<file path="config.mk">
export PLATFORM = sky130hd
export DESIGN_NAME = acia_rx
export DESIGN_NICKNAME = d
export VERILOG_FILES = /design/src/rtl/acia_rx.sv
export SDC_FILE = /design/constraint.sdc
export NUM_CORES = 1
export LEC_CHECK = 0
export ABC_AREA = 1
export CORE_MARGIN = 3
export CORE_UTILIZATION = 38
export CTS_BUF_LIST = sky130_fd_sc_hd__clkbuf_8
export DETAILED_ROUTE_END_ITERATION = 10
export SLEW_MARGIN = 10
export SYNTH_ARGS = -nofsm -noshare
export SYNTH_HDL_FRONTEND = slang
export SYNTH_SLANG_ARGS = --single-unit
</file>
<file path="constraint.sdc">
create_clock -name clk -period 6.75 [get_ports clk]
set_input_delay 1.6875 -clock clk [delete_from_list [all_inputs] [get_ports clk]]
set_output_delay 1.6875 -clock clk [all_outputs]
set_load 0.1 [all_outputs]
</file>
<file path="src/rtl/acia_rx.sv">
// ============================================================================
//  Module   : acia_rx
//  Purpose  : 6850-style ACIA receiver. It takes RxC/RxD/DCD from the serial
//             ULA and divides RxC by 1, 16 or 64. Received bytes go into a
//             holding register, or into a 4-entry FIFO when ACIA_RX_FIFO_EN
//             is defined.
//  Revision : 1.0 - initial release
// ============================================================================
`default_nettype none

module acia_rx #(
    parameter int SYNC_STAGES = 2   // must be >= 2
) (
    input  logic       clk,
    input  logic       rst,
    input  logic       RxC,
    input  logic       RxD,
    input  logic       DCD,
    input  logic [1:0] div_sel,
    input  logic       rd,
    output logic [7:0] rx_data,
    output logic       rdrf,
    output logic       fe,
    output logic       ovrn,
    output logic       dcd_lost
);

    typedef enum logic [1:0] {
        S_IDLE  = 2'd0,
        S_START = 2'd1,
        S_DATA  = 2'd2,
        S_STOP  = 2'd3
    } state_t;

    localparam logic [1:0] c_DIV_1   = 2'b00;
    localparam logic [1:0] c_DIV_16  = 2'b01;
    localparam logic [1:0] c_DIV_64  = 2'b10;
    localparam logic [1:0] c_DIV_OFF = 2'b11;

    logic [SYNC_STAGES-1:0] r_rxc_sync;
    logic [SYNC_STAGES-1:0] r_rxd_sync;
    logic [SYNC_STAGES-1:0] r_dcd_sync;
    logic                   r_rxc_prev;
    logic                   r_dcd_prev;

    logic       w_rxc_s;
    logic       w_rxd_s;
    logic       w_dcd_s;
    logic       w_tick;
    logic       w_dcd_rise;
    logic       w_clr;
    logic [6:0] w_period;
    logic [6:0] w_half;
    logic [6:0] w_cnt_next;
    logic       w_at_full;
    logic       w_at_half;

    state_t     r_state;
    logic [5:0] r_tick_cnt;
    logic [2:0] r_bit_cnt;
    logic [7:0] r_shift;

    logic       w_push;
    logic       w_push_fe;
    logic       w_pop;
    logic       w_full;

    // Line idle values are loaded at reset so no false edge appears on exit
    always_ff @(posedge clk) begin
        if (rst) begin
            r_rxc_sync <= '1;
            r_rxd_sync <= '1;
            r_dcd_sync <= '0;
            r_rxc_prev <= 1'b1;
            r_dcd_prev <= 1'b0;
        end else begin
            r_rxc_sync <= {r_rxc_sync[SYNC_STAGES-2:0], RxC};
            r_rxd_sync <= {r_rxd_sync[SYNC_STAGES-2:0], RxD};
            r_dcd_sync <= {r_dcd_sync[SYNC_STAGES-2:0], DCD};
            r_rxc_prev <= w_rxc_s;
            r_dcd_prev <= w_dcd_s;
        end
    end

    assign w_rxc_s    = r_rxc_sync[SYNC_STAGES-1];
    assign w_rxd_s    = r_rxd_sync[SYNC_STAGES-1];
    assign w_dcd_s    = r_dcd_sync[SYNC_STAGES-1];
    assign w_tick     = w_rxc_s & ~r_rxc_prev;
    assign w_dcd_rise = w_dcd_s & ~r_dcd_prev;
    assign w_clr      = rst | (div_sel == c_DIV_OFF);

    always_comb begin
        w_period = 7'd1;
        w_half   = 7'd1;
        case (div_sel)
            c_DIV_16: begin
                w_period = 7'd16;
                w_half   = 7'd8;
            end
            c_DIV_64: begin
                w_period = 7'd64;
                w_half   = 7'd32;
            end
            default: begin
                w_period = 7'd1;
                w_half   = 7'd1;
            end
        endcase
    end

    // ">=" lets a mid-frame switch to a shorter ratio sample at the next tick
    assign w_cnt_next = {1'b0, r_tick_cnt} + 7'd1;
    assign w_at_full  = (w_cnt_next >= w_period);
    assign w_at_half  = (w_cnt_next >= w_half);

    assign w_push    = w_tick && (r_state == S_STOP) && w_at_full && !w_dcd_s && !w_clr;
    assign w_push_fe = ~w_rxd_s;
    assign w_pop     = rd & rdrf;

    always_ff @(posedge clk) begin
        if (w_clr || w_dcd_s) begin
            r_state    <= S_IDLE;
            r_tick_cnt <= '0;
            r_bit_cnt  <= '0;
            r_shift    <= '0;
        end else if (w_tick) begin
            case (r_state)
                S_IDLE: begin
                    if (!w_rxd_s) begin
                        r_tick_cnt <= '0;
                        r_bit_cnt  <= '0;
                        r_state    <= (div_sel == c_DIV_1) ? S_DATA : S_START;
                    end
                end
                S_START: begin
                    if (w_at_half) begin
                        r_tick_cnt <= '0;
                        r_state    <= w_rxd_s ? S_IDLE : S_DATA;
                    end else begin
                        r_tick_cnt <= r_tick_cnt + 6'd1;
                    end
                end
                S_DATA: begin
                    if (w_at_full) begin
                        r_tick_cnt <= '0;
                        r_shift    <= {w_rxd_s, r_shift[7:1]};
                        r_bit_cnt  <= r_bit_cnt + 3'd1;
                        if (r_bit_cnt == 3'd7) begin
                            r_state <= S_STOP;
                        end
                    end else begin
                        r_tick_cnt <= r_tick_cnt + 6'd1;
                    end
                end
                S_STOP: begin
                    if (w_at_full) begin
                        r_tick_cnt <= '0;
                        r_state    <= S_IDLE;
                    end else begin
                        r_tick_cnt <= r_tick_cnt + 6'd1;
                    end
                end
                default: begin
                    r_state <= S_IDLE;
                end
            endcase
        end
    end

`ifdef ACIA_RX_FIFO_EN
    logic [8:0] r_mem [4];
    logic [1:0] r_wr_ptr;
    logic [1:0] r_rd_ptr;
    logic [2:0] r_count;
    logic       w_store;

    assign w_full  = (r_count == 3'd4);
    assign w_store = w_push && (!w_full || w_pop);

    always_ff @(posedge clk) begin
        if (w_clr) begin
            for (int i = 0; i < 4; i++) begin
                r_mem[i] <= '0;
            end
            r_wr_ptr <= '0;
            r_rd_ptr <= '0;
            r_count  <= '0;
        end else begin
            if (w_store) begin
                r_mem[r_wr_ptr] <= {w_push_fe, r_shift};
                r_wr_ptr        <= r_wr_ptr + 2'd1;
            end
            if (w_pop) begin
                r_rd_ptr <= r_rd_ptr + 2'd1;
            end
            r_count <= r_count + {2'b00, w_store} - {2'b00, w_pop};
        end
    end

    assign rdrf    = (r_count != 3'd0);
    assign rx_data = r_mem[r_rd_ptr][7:0];
    assign fe      = rdrf & r_mem[r_rd_ptr][8];
`else
    logic [7:0] r_data;
    logic       r_fe;
    logic       r_full;

    assign w_full = r_full;

    always_ff @(posedge clk) begin
        if (w_clr) begin
            r_data <= '0;
            r_fe   <= 1'b0;
            r_full <= 1'b0;
        end else if (w_push && (!r_full || w_pop)) begin
            r_data <= r_shift;
            r_fe   <= w_push_fe;
            r_full <= 1'b1;
        end else if (w_pop) begin
            r_fe   <= 1'b0;
            r_full <= 1'b0;
        end
    end

    assign rdrf    = r_full;
    assign rx_data = r_data;
    assign fe      = r_fe;
`endif

    logic r_ovrn;
    logic r_dcd_lost;

    always_ff @(posedge clk) begin
        if (w_clr) begin
            r_ovrn     <= 1'b0;
            r_dcd_lost <= 1'b0;
        end else begin
            if (w_push && w_full && !w_pop) begin
                r_ovrn <= 1'b1;
            end else if (rd) begin
                r_ovrn <= 1'b0;
            end
            if (w_dcd_rise) begin
                r_dcd_lost <= 1'b1;
            end else if (rd) begin
                r_dcd_lost <= 1'b0;
            end
        end
    end

    assign ovrn     = r_ovrn;
    assign dcd_lost = r_dcd_lost;

endmodule

`default_nettype wire
</file>
==> run metrics, run 1 <==
status=completed; period utilization=0.554; routed len/inst=between 10 and 15 um; clk root buf=clkbuf_8; largest net degree at the start of global routing=19; Die Area=around 0.0061 mm2; Multi-input gate area=0.00102 mm2; # setup viols final=0; Final min period=3740 ps; core region area=about 0.005 mm2; Die Width=just under 80 um; sequential area share after synthesis=0.393; Clock Latency Late Sink=approximately 290 ps; routed vias=1,692; leakage power total=0.00100 uW; Fill cells=525; ranking of synthesized cells by area=dfxtp_1 39%, nand2_1 12%, nor2_1 7.7%, inv_1 7.0%, ha_1 6.9%; CP arrival=3970 ps; Chip Height=78.3 um; Hold Path Class=reg2reg; pre-CTS WS=2690 ps; unrepaired setup endpoints after global routing=no; Post-CTS Hold Buffers=0; antenna-violating nets left=0; Seq. cell area=between 700 and 800 um2; clock-pin slew on the worst setup and hold paths=80 ps; count leader, synth=nand2_1; Slew Viols, Final=0; MaxCap Viol Count=0; Final GP Congestion=0.805; Crit Path Max Fanout=12; element type at the critical path end=register; Post-synth EDFFs=0; CTS resizes=0; post-synth cell types=29; syn_area_per_cell=7.25 um2; all-layer global routing usage=0.141; buffers from clock root to sink, at most=2; Initial Utilization=0.407; layout cells sized above 1=0.112; vias in the first global route=1,554; CP Launch Type=input port; WL final=3.82 mm; FF+latch count, synth=39; Post-synth top cells=64 x nand2_1, 41 x nor2_1, 39 x dfxtp_1, 37 x inv_1, 20 x a21oi_1; relative slew slack=0.350; DRC Markers=0; CTS tree=built; Detailed Place HPWL=2.86 mm; endpoints failing hold=0; IO buf count=19; CP Class=in2reg; number of I/O pins=20; Synth Warn #=0; Vias/cell=4.67; DRT Pass-1 Iters=4; Setup Skew=5.58 ps; std cell rows=25; Final #Nets=313; Most used DFF post-synth=dfxtp_1; Synth top area share=0.393; largest area contributor in the netlist=dfxtp_1; syn nets=293; n_diodes=0; initial antenna violation count=0; final worst slack=3010 ps; maximum vdd ir drop=102 uV; Async SR Flop Fraction=0; Setup TNS=0 ps; Fmax=267 MHz; initial drt markers=78; CTS H-Tree Depth=2; Mapped Cells=274; CTS Buf Count=5; global-route wire length before repair=7.00 mm; synthesized area=0.00199 mm2; pwr/cell area=179 mW/mm2; Area Overhead vs Synth=16.3%; total grt overflow=0; Critical Path RT=6980 ps; Tightest Pin Transition=972 ps; post-CTS setup buffers=0; Sink Count=39
[through the flow]
stage                     utilization  hold slack [ps]  area [um2]  std cells  total power [uW]
final                           0.474              411        2310        362               414
after CTS                       0.474              412        2310        362               419
after floorplan                     -              388        1990        274               258
after detailed placement        0.456              394        2230        354               266
after global routing            0.474              416        2310        362               432
after global placement          0.456              391        2230        354               266
[state kept, by name, summed over array words and instances (netlist names), 2 cells and up]
name / flops
r_shift: 8
rx_data: 8
r_tick_cnt: 6
r_bit_cnt: 3
r_dcd_sync: 2
r_rxc_sync: 2
r_rxd_sync: 2
r_state: 2
[kinds of logic (layout without fill, tap and decap cells)]
group                    after synthesis  after routing  synth area share
flip-flops                            39             39             0.393
AND/OR/NAND/NOR                      152            152             0.372
adder cells (fa/ha/maj)               11             11            0.0693
AO/OA/AOI/OAI                         27             27            0.0749
buffers and inverters                 45             66            0.0913
[critical path: stages]
cell	delay (ps)
clkdlybuf4s50_1	510
inv_1	70
ha_1	270
inv_1	40
ha_1	260
nor2_1	80
nand2_1	70
nor2_1	100
nand3_1	80
nand2_1	70
nand2_2	70
nand2_4	80
nand2_4	110
nand3_1	250
nand2_1	100
a21oi_1	120
[routing by layer]
| layer | GRT usage | vias up | part of all wire |
|---|---|---|---|
| li1 | - | 908 | - |
| met1 | 0.188 | 749 | 0.51 |
| met2 | 0.221 | 29 | 0.44 |
| met3 | 0.0356 | 6 | 0.039 |
| met4 | 0.0524 | 0 | 0.013 |
| met5 | 0 | - | 0 |
[layout by cell type (no fill, tap or decap)]
cell             count
inv_1               38
nor2_4               1
o21ai_0              2
nor2_8               1
ha_1                11
clkbuf_8             5
nand3_1             10
nor3_4               1
nand2_1             64
a31oi_1              1
clkinvlp_4           1
nand3b_1             1
inv_2                2
or2_2                5
nand4_4              1
nand3_2              2
clkinv_2             1
o31ai_1              1
clkdlybuf4s50_1     19
o21ai_2              1
nand2_4              2
dfxtp_1             39
nand2_2              6
nand4_1             14
nor2_1              41
a21oi_2              1
nor2_2               3
a21oi_1             20
o211ai_1             1
[final timing paths]
path,endpoint,cells after the start,slack (ps),start
worst max-delay path,r_shift[2],16,3010,div_sel[0]
worst min register to register,r_dcd_sync[1],2,410,r_dcd_sync[0]
worst min-delay path,r_dcd_sync[1],2,410,r_dcd_sync[0]
worst max register to register,r_shift[2],11,4660,r_tick_cnt[0]
[where the power goes]
group | internal [uW] | switching (uW) | leakage, uW
clock network | 70.7 | 82.5 | 0.0000453
registers | 232 | 1.22 | 0.000316
logic | 10.1 | 17.1 | 0.000640
total | 313 | 101 | 0.00100
[final cells by class]
class	instances	area share
Timing Repair Buffer	19	0.0823
Multi-Input combinational cell	190	0.443
Tap cell	67	0.0363
Sequential cell	39	0.338
Clock inverter	3	0.00704
Clock buffer	5	0.0298
Inverter	39	0.0633
No activity file was read; power rests on OpenSTA's default activity.
==> inputs of run 2 (changes only) <==
==> constraint.sdc (replaced) <==
create_clock -name clk -period 3.1 [get_ports clk]
set_input_delay 0.775 -clock clk [delete_from_list [all_inputs] [get_ports clk]]
set_output_delay 0.775 -clock clk [all_outputs]
set_load 0.1 [all_outputs]
==> run 2 against run 1 <==
- sequential cell count unchanged
- power increased to 2.6 times the previous value
- count of clock-buffer cells in the layout stayed put
==> run metrics, run 2 (synthesis gave the netlist of run 1 again) <==
global-route wire length before repair=7.16 mm (+2.3%); initial drt markers=83 (+6.4%); total grt overflow=0 (unchanged); most common cell after layout, fill and taps aside=nand2_1; FF-to-FF path depth=11 (unchanged); final worst slack=379 ps (-2630 ps); DRT Pass-1 Iters=4 (unchanged); IO buf count=19 (unchanged); Final Non-Filler Cells=367 (+1.4%); MaxCap Viol Count=0 (unchanged); CTS H-Tree Depth=2 (unchanged); setup slack, reg-to-reg=1090 ps (-3570 ps); Clock Latency Late Sink=290 ps (about the same); Final min period=2720 ps; Final #Nets=318 (+1.6%); largest net degree at the start of global routing=19 (unchanged); status=completed; Die Width=78.3 um (unchanged); Detailed Place HPWL=2.87 mm (+0.50%); pre-CTS WS=52.7 ps (-2640 ps); period utilization=0.878; FF-to-FF End=r_shift[2]; Hold Path Class=reg2reg; Hold EP=r_dcd_sync[1]; Post-CTS Hold Buffers=0 (unchanged); element type at the critical path end=register; Final GP Congestion=0.770 (-4.3%); leakage power total=0.00107 uW (+7.3%); endpoints failing hold=0 (unchanged); buffers from clock root to sink, at most=2 (unchanged); DRC Markers=0 (unchanged); number of I/O pins=20 (unchanged); maximum vdd ir drop=246 uV (+140%); antenna-violating nets left=0 (unchanged); Area Overhead vs Synth=19.1%; Chip Height=78.3 um (unchanged); clock-pin slew on the worst setup and hold paths=80 ps (about the same); core region area=0.00488 mm2 (unchanged); all-layer global routing usage=0.144 (+0.00222); Die Area=0.00613 mm2 (unchanged); Util after Layout=0.485 (+0.0113); Fmax=368 MHz; Slew Viols, Final=0 (unchanged); WL final=3.89 mm (+1.8%); routed vias=1,689 (-0.18%); layout cells sized above 1=0.167 (+0.0548); CP Launch Type=input port; worst r2r src=r_tick_cnt[0]; unrepaired setup endpoints after global routing=no; relative slew slack=0.478 (+0.128); CTS tree=built; Cells after DPL=359 (+1.4%); vias in the first global route=1,639 (+5.5%); Vias/cell=4.60 (-1.5%); pwr/cell area=455 mW/mm2 (+150%); # setup viols final=0 (unchanged); CTS resizes=0 (unchanged); Critical Path RT=3330 ps (-3650 ps); post-CTS setup buffers=0 (unchanged); commonest non-fill, non-tap cells in the layout=64 x nand2_1, 41 x nor2_1, 39 x dfxtp_1, 38 x inv_1, 20 x a21oi_1; Tightest Pin Transition=780 ps (-192 ps); CP arrival=2950 ps (-1020 ps); Crit Path Max Fanout=8 (-4); Setup Skew=7.00 ps (+1.42 ps); n_diodes=0 (unchanged); Sink Count=39 (unchanged); std cell rows=25 (unchanged); hold_sp=r_dcd_sync[0]; CP Class=in2reg; clk root buf=clkbuf_8; Hold Path Depth=2 (unchanged); initial antenna violation count=0 (unchanged); Initial Utilization=0.407 (unchanged); Setup TNS=0 ps (unchanged); routed len/inst=10.6 um (+0.44%); CTS Buf Count=5 (unchanged)
## run 2: cell count changes in the layout (fill, tap and decap cells not counted)
cell	previous run	this run
clkdlybuf4s50_1	19	7
clkinvlp_4	1	0
clkinv_2	1	0
bufinv_16	0	2
buf_4	0	17
## run 2: through the flow
| stage | total power [uW] | instance area (um2) | hold WS (ps) |
|---|---|---|---|
| after floorplan | 561 | 1990 | 388 |
| after global placement | 586 | 2230 | 391 |
| after detailed placement | 586 | 2230 | 398 |
| after CTS | 1090 | 2370 | 410 |
| after global routing | 1120 | 2370 | 426 |
| final | 1080 | 2370 | 406 |
## run 2: layout make-up
class | count | area, um2
clock buffers | 5 | 68.8
fillers | 517 | 2510
inverters | 39 | 146
well taps | 67 | 83.8
clock inverters | 3 | 63.8
flip-flops and latches | 39 | 781
repair buffers | 24 | 198
multi-input cells | 190 | 1020
## run 2: how the worst max path moves through the flow
stage                from             to  slack (ps)  cells past startpoint
5_1_grt        div_sel[1]  r_tick_cnt[0]         140                     16
4_1_cts        div_sel[0]  r_tick_cnt[0]         370                     16
6_report       div_sel[0]     r_shift[2]         380                     16
2_1_floorplan  div_sel[0]     rx_data[1]         730                     17
3_5_place_dp   div_sel[0]             fe          50                     16
3_3_place_gp   div_sel[0]  r_tick_cnt[3]          80                     16
## run 2: critical path: stages
cell and delay [ps]:
clkdlybuf4s50_1 480, inv_1 60, ha_1 270, inv_1 40, ha_1 260, nor2_1 80, nand2_1 70, nor2_1 90
nand3_1 70, nand2_1 70, nand2_2 60, nand2_4 80, nand2_4 70, nand3_1 250, nand2_1 90, a21oi_1 120
## run 2: power by group
| group | switching [uW] | internal (uW) |
|---|---|---|
| combinational | 38.8 | 26.8 |
| sequential | 2.71 | 506 |
| clock | 183 | 319 |
| total | 225 | 851 |
## run 2: routing by layer
layer	vias to the layer above	part of all wire	global-route usage
met5	-	0	0
met4	0	0.014	0.0472
met3	7	0.039	0.0378
met2	25	0.44	0.239
met1	742	0.51	0.180
li1	915	-	-
==> RTL edit 1: new RTL, flow settings as in run 2 <==
Register the inputs `RxC`, `RxD`, `DCD`, `div_sel` and `rd` before use, cleared by the reset. The logic sees them one clock later.
--- a/src/rtl/acia_rx.sv
+++ b/src/rtl/acia_rx.sv
@@ -37,6 +37,28 @@
     localparam logic [1:0] c_DIV_64  = 2'b10;
     localparam logic [1:0] c_DIV_OFF = 2'b11;
 
+    logic RxC_q;
+    logic RxD_q;
+    logic DCD_q;
+    logic [1:0] div_sel_q;
+    logic rd_q;
+
+    always_ff @(posedge clk) begin
+        if (rst) begin
+            RxC_q     <= '0;
+            RxD_q     <= '0;
+            DCD_q     <= '0;
+            div_sel_q <= '0;
+            rd_q      <= '0;
+        end else begin
+            RxC_q     <= RxC;
+            RxD_q     <= RxD;
+            DCD_q     <= DCD;
+            div_sel_q <= div_sel;
+            rd_q      <= rd;
+        end
+    end
+
     logic [SYNC_STAGES-1:0] r_rxc_sync;
     logic [SYNC_STAGES-1:0] r_rxd_sync;
     logic [SYNC_STAGES-1:0] r_dcd_sync;
@@ -74,9 +96,9 @@
             r_rxc_prev <= 1'b1;
             r_dcd_prev <= 1'b0;
         end else begin
-            r_rxc_sync <= {r_rxc_sync[SYNC_STAGES-2:0], RxC};
-            r_rxd_sync <= {r_rxd_sync[SYNC_STAGES-2:0], RxD};
-            r_dcd_sync <= {r_dcd_sync[SYNC_STAGES-2:0], DCD};
+            r_rxc_sync <= {r_rxc_sync[SYNC_STAGES-2:0], RxC_q};
+            r_rxd_sync <= {r_rxd_sync[SYNC_STAGES-2:0], RxD_q};
+            r_dcd_sync <= {r_dcd_sync[SYNC_STAGES-2:0], DCD_q};
             r_rxc_prev <= w_rxc_s;
             r_dcd_prev <= w_dcd_s;
         end
@@ -87,12 +109,12 @@
     assign w_dcd_s    = r_dcd_sync[SYNC_STAGES-1];
     assign w_tick     = w_rxc_s & ~r_rxc_prev;
     assign w_dcd_rise = w_dcd_s & ~r_dcd_prev;
-    assign w_clr      = rst | (div_sel == c_DIV_OFF);
+    assign w_clr      = rst | (div_sel_q == c_DIV_OFF);
 
     always_comb begin
         w_period = 7'd1;
         w_half   = 7'd1;
-        case (div_sel)
+        case (div_sel_q)
             c_DIV_16: begin
                 w_period = 7'd16;
                 w_half   = 7'd8;
@@ -115,7 +137,7 @@
 
     assign w_push    = w_tick && (r_state == S_STOP) && w_at_full && !w_dcd_s && !w_clr;
     assign w_push_fe = ~w_rxd_s;
-    assign w_pop     = rd & rdrf;
+    assign w_pop     = rd_q & rdrf;
 
     always_ff @(posedge clk) begin
         if (w_clr || w_dcd_s) begin
@@ -129,7 +151,7 @@
                     if (!w_rxd_s) begin
                         r_tick_cnt <= '0;
                         r_bit_cnt  <= '0;
-                        r_state    <= (div_sel == c_DIV_1) ? S_DATA : S_START;
+                        r_state    <= (div_sel_q == c_DIV_1) ? S_DATA : S_START;
                     end
                 end
                 S_START: begin
@@ -237,12 +259,12 @@
         end else begin
             if (w_push && w_full && !w_pop) begin
                 r_ovrn <= 1'b1;
-            end else if (rd) begin
+            end else if (rd_q) begin
                 r_ovrn <= 1'b0;
             end
             if (w_dcd_rise) begin
                 r_dcd_lost <= 1'b1;
-            end else if (rd) begin
+            end else if (rd_q) begin
                 r_dcd_lost <= 1'b0;
             end
         end
Behaviour: not the same (a bounded check fails within 4 cycles, from zero or initial values and one cycle with rst high).
==> RTL edit 1 against run 2 <==
  * Design area up 2.7%
  * Largest power group unchanged
  * Worst setup slack better by 0.29 ns
  * Sequential power up 17%
  * Routed wire length down 4.9%
  * Synthesized area up 4.3%
  * Sequential cell count up 6
  * Sequential share of layout area up 4.1 points
  * Critical path type unchanged
  * Power up 4.0%
==> RTL edit 1: results (changes against run 2) <==
Setup path
  – CP peak stage delay: 0.46 ns (-0.02 ns)
  – Worst r2r dst: r_shift[5]
  – Setup crit end: rx_data[5]
  – CP Launch Point: rst
  – Critical Path AT: 2.63 ns (-0.32 ns)
  – CP max FO: 18 (+10)
  – R2R Path Start: div_sel_q[0]
  – Reg2Reg Depth: 15 (+4)

Cells and area
  – Final std cells w/o fill: 376 (+2.5%)
  – Share of layout cells above drive strength 1: 12.1% (-4.6 points)
  – Final instance area: 2430 µm² (+2.7%)
  – Final nets: 324 (+1.9%)

Global routing
  – Vias in the first global route: 1,550 (-5.4%)
  – First-pass GRT wire length: 6.64 mm (-7.1%)
  – Global Route Usage Sum: 13.0% (-1.4 points)

Synthesis
  – Post-synth top cells: 54 x nand2_1, 52 x nor2_1, 46 x inv_1, 45 x dfxtp_1, 17 x a21oi_1
  – Cells after Synth: 282 (+2.9%)
  – Sequential area share after synthesis: 43.5% (+4.2 points)
  – Synth Area in Compound Gates: 8.70% (+1.2 points)
  – Distinct cell type count after synthesis: 24 (-17%)
  – Area contributors post-synth: dfxtp_1 43%, nand2_1 9.8%, nor2_1 9.4%

Routing
  – Total number of vias: 1,696 (+0.41%)
  – Routed wire per std cell: 9.85 µm (-7.2%)
  – 1st-iter DRT viols: 161 (+94%)

Timing
  – Worst Tran Pin Value: 0.585 ns (-0.195 ns)

Placement
  – Gpl congestion: 0.793 (+3.0%)
  – DP Wirelength: 2.71 mm (-5.6%)
  – DP Area: 2310 µm² (+3.5%)

Hold path
  – Critical hold path startpoint: DCD_q
  – Hold EP: r_dcd_sync[0]

Power
  – VDD IR-drop max: 0.291 mV (+18%)

Run status
  – Status: finished, final reports clean
## RTL edit 1: metal layers
metal	track usage, %	vias to the layer above	wire (µm)
met5	0	-	0
met4	4.05	0	56
met3	3.61	7	174
met2	21.0	36	1640
met1	16.8	729	1830
li1	-	924	-
## RTL edit 1: power groups by stage
stage | clock network, mW | registers, mW | logic [mW]
after floorplan | 0 | 0.607 | 0.0445
after global placement | 0 | 0.605 | 0.0673
final | 0.460 | 0.592 | 0.0671
after detailed placement | 0 | 0.605 | 0.0678
after global routing | 0.496 | 0.593 | 0.0768
after CTS | 0.477 | 0.592 | 0.0681
## RTL edit 1: final cells by class
cell class,count,share of cell area [%]
flip-flops and latches,45,37.1
clock buffers,6,3.40
multi-input cells,182,39.3
repair buffers,22,7.51
well taps,70,3.60
clock inverters,2,1.54
inverters,49,7.57
## RTL edit 1: cell families after synthesis
| group | after synthesis |
|---|---|
| and+or+nand+nor | 139 |
| buffers and inverters | 55 |
| DFF | 45 |
| AOI/OAI and AO/OA | 32 |
| adders and majority gates | 11 |
==> RTL edit 2: new RTL, settings of run 2 <==
Made on the original files. Add a define of `ACIA_RX_FIFO_EN`.
--- a/src/rtl/acia_rx.sv
+++ b/src/rtl/acia_rx.sv
@@ -7,6 +7,8 @@
 //  Revision : 1.0 - initial release
 // ============================================================================
 `default_nettype none
+
+`define ACIA_RX_FIFO_EN
 
 module acia_rx #(
     parameter int SYNC_STAGES = 2   // must be >= 2
Formal check against the unedited RTL: same outputs for any inputs over 10 cycles, from zero or initial values and one cycle with rst high; that may be too few to reach the edited logic, so the function may still have changed.
==> RTL edit 2 against run 2 <==
  * Core utilization increased by 1.1 points
  * Final cell count grew 44%
  * Power grew to 2.5 times the old value
  * Largest power group unchanged
  * Sequential cell count grew 35
  * Register-to-register slack got worse by 0.55 ns
  * Synthesized area up 71%
  * Routed wire length increased by 69%
  * Non-clock buffer count up 15
  * Design area rose by 76%
  * Clock skew increased by 0.0040 ns
  * Count of clock-buffer cells in the layout rose by 4
  * Fmax is 6.2% lower
  * Critical path depth grew 4
  * Worst setup slack worse by 0.18 ns
==> RTL edit 2: results (changes against run 2) <==
Synthesis
  – Yosys warning total: 0 (unchanged)
  – Adder-cell share of the synthesized area: 5.39% (-1.5 points)
  – Distinct cell type count after synthesis: 30 (+3.4%)
  – Synth Area in Compound Gates: 11.4% (+3.9 points)
  – Number of flops mapped to enable cells by yosys: 36 (+36)
  – Sequential area share after synthesis: 54.3% (+15 points)
  – Cells after Synth: 377 (+38%)

Clock network
  – CTS H-Tree Depth: 3 (+1)
  – Total CTS buffers: 9 (+4)

Global routing
  – First-pass GRT wire length: 11.5 mm (+61%)
  – Largest net degree at the start of global routing: 23 (+4)
  – Vias in the first global route: 2,616 (+60%)
  – Global Route Usage Sum: 14.5% (+0.13 points)

Routing
  – Routed wire per std cell: 12.5 µm (+17%)
  – 1st-iter DRT viols: 76 (-8.4%)
  – Vias per cell: 4.88 (+6.1%)

Setup path
  – CP max FO: 2 (-6)
  – Worst r2r dst: r_count[1]
  – Reg2Reg Depth: 15 (+4)
  – Critical path type: input pin to flop

Placement
  – IO Port Bufs: 19 (unchanged)
  – DP Wirelength: 4.76 mm (+66%)
  – Gpl congestion: 0.803 (+4.2%)
  – DP Cell Count: 513 (+43%)

Timing
  – Slew Limit Headroom: 66.4% (+19 points)
  – Skew final: 0.0110 ns (+0.00402 ns)

Die
  – Core Region: 8420 µm² (+73%)

Power
  – VDD IR-drop max: 0.292 mV (+18%)
  – Leak: 1.62 nW (+51%)

Run status
  – Status: finished, final reports clean

Cells and area
  – Final nets: 441 (+39%)
  – Final std cells w/o fill: 529 (+44%)
-- RTL edit 2: changes by cell type in the layout (fill, tap and decap cells not counted), moves of 9 or more --
cell             run 2  this run
nor2_1              41        68
nor3_1               0        11
nand4_1             14         5
buf_4               17        26
o21ai_0              2        33
edfxtp_1             0        36
nand2_1             64        43
-- RTL edit 2: critical path, stage by stage --
cell and delay (ns):
clkbuf_2 0.18, inv_12 0.04, ha_4 0.25, inv_2 0.02, ha_1 0.26, inv_1 0.03, nand2_1 0.04, nor2_1 0.04
nand2_1 0.07, o21ai_1 0.06, nand2_1 0.07, nand2_2 0.08, nand2_4 0.09, nand4_4 0.09, ha_4 0.29, inv_2 0.04
ha_4 0.15, fa_2 0.51, inv_1 0.03, nor2_1 0.07
-- RTL edit 2: worst min-delay path by stage --
stage,to,slack (ns),depth (start not counted)
after floorplan,r_dcd_sync[1],0.39,2
after global placement,r_dcd_sync[1],0.39,2
after detailed placement,r_dcd_sync[1],0.39,2
after CTS,r_dcd_sync[1],0.40,2
after global routing,r_dcd_sync[1],0.42,2
final,r_dcd_sync[1],0.40,2
-- RTL edit 2: cell families after synthesis --
logic type / after synthesis
AND/OR/NAND/NOR: 157
AO/OA/AOI/OAI: 74
flip-flops: 74
buffers and inverters: 58
adder cells (fa/ha/maj): 14
-- RTL edit 2: repair_timing --
item,in CTS,in global routing
endpoints found under the setup margin,56,20
gates resized for setup,3,3
hold endpoints to repair,0,0
gates cloned,0,0
-- RTL edit 2: per-layer routing --
metal | track usage [%] | vias to the layer above | share of wire [%]
li1 | - | 1345 | -
met1 | 16.1 | 1174 | 43
met2 | 26.5 | 53 | 51
met3 | 3.74 | 12 | 4.1
met4 | 5.28 | 0 | 1.8
met5 | 0 | - | 0
-- RTL edit 2: where the power goes --
part | internal, mW | total [mW] | switching, mW
combinational | 0.217 | 0.825 | 0.608
sequential | 1.07 | 1.10 | 0.0259
clock | 0.385 | 0.775 | 0.389
-- RTL edit 2: cell type report --
type                            count  area, µm²
Fill cell                         818       4250
Timing Repair Buffer               39        375
Sequential cell                    74       1840
Tap cell                          105        131
Clock inverter                      7       82.6
Clock buffer                        9        124
Multi-Input combinational cell    245       1420
Inverter                           50        205
-- RTL edit 2: through the flow --
step / power, mW / cell area, µm² / worst slack (ns) / TNS [ns]
6_report: 2.70 / 4180 / 0.199 / 0
5_1_grt: 2.83 / 4180 / 0.0284 / 0
3_3_place_gp: 1.94 / 3980 / -0.613 / -32.83
2_1_floorplan: 1.76 / 3510 / -0.0620 / -0.0663
4_1_cts: 2.74 / 4180 / 0.0307 / 0
3_5_place_dp: 1.96 / 3980 / -0.636 / -32.47
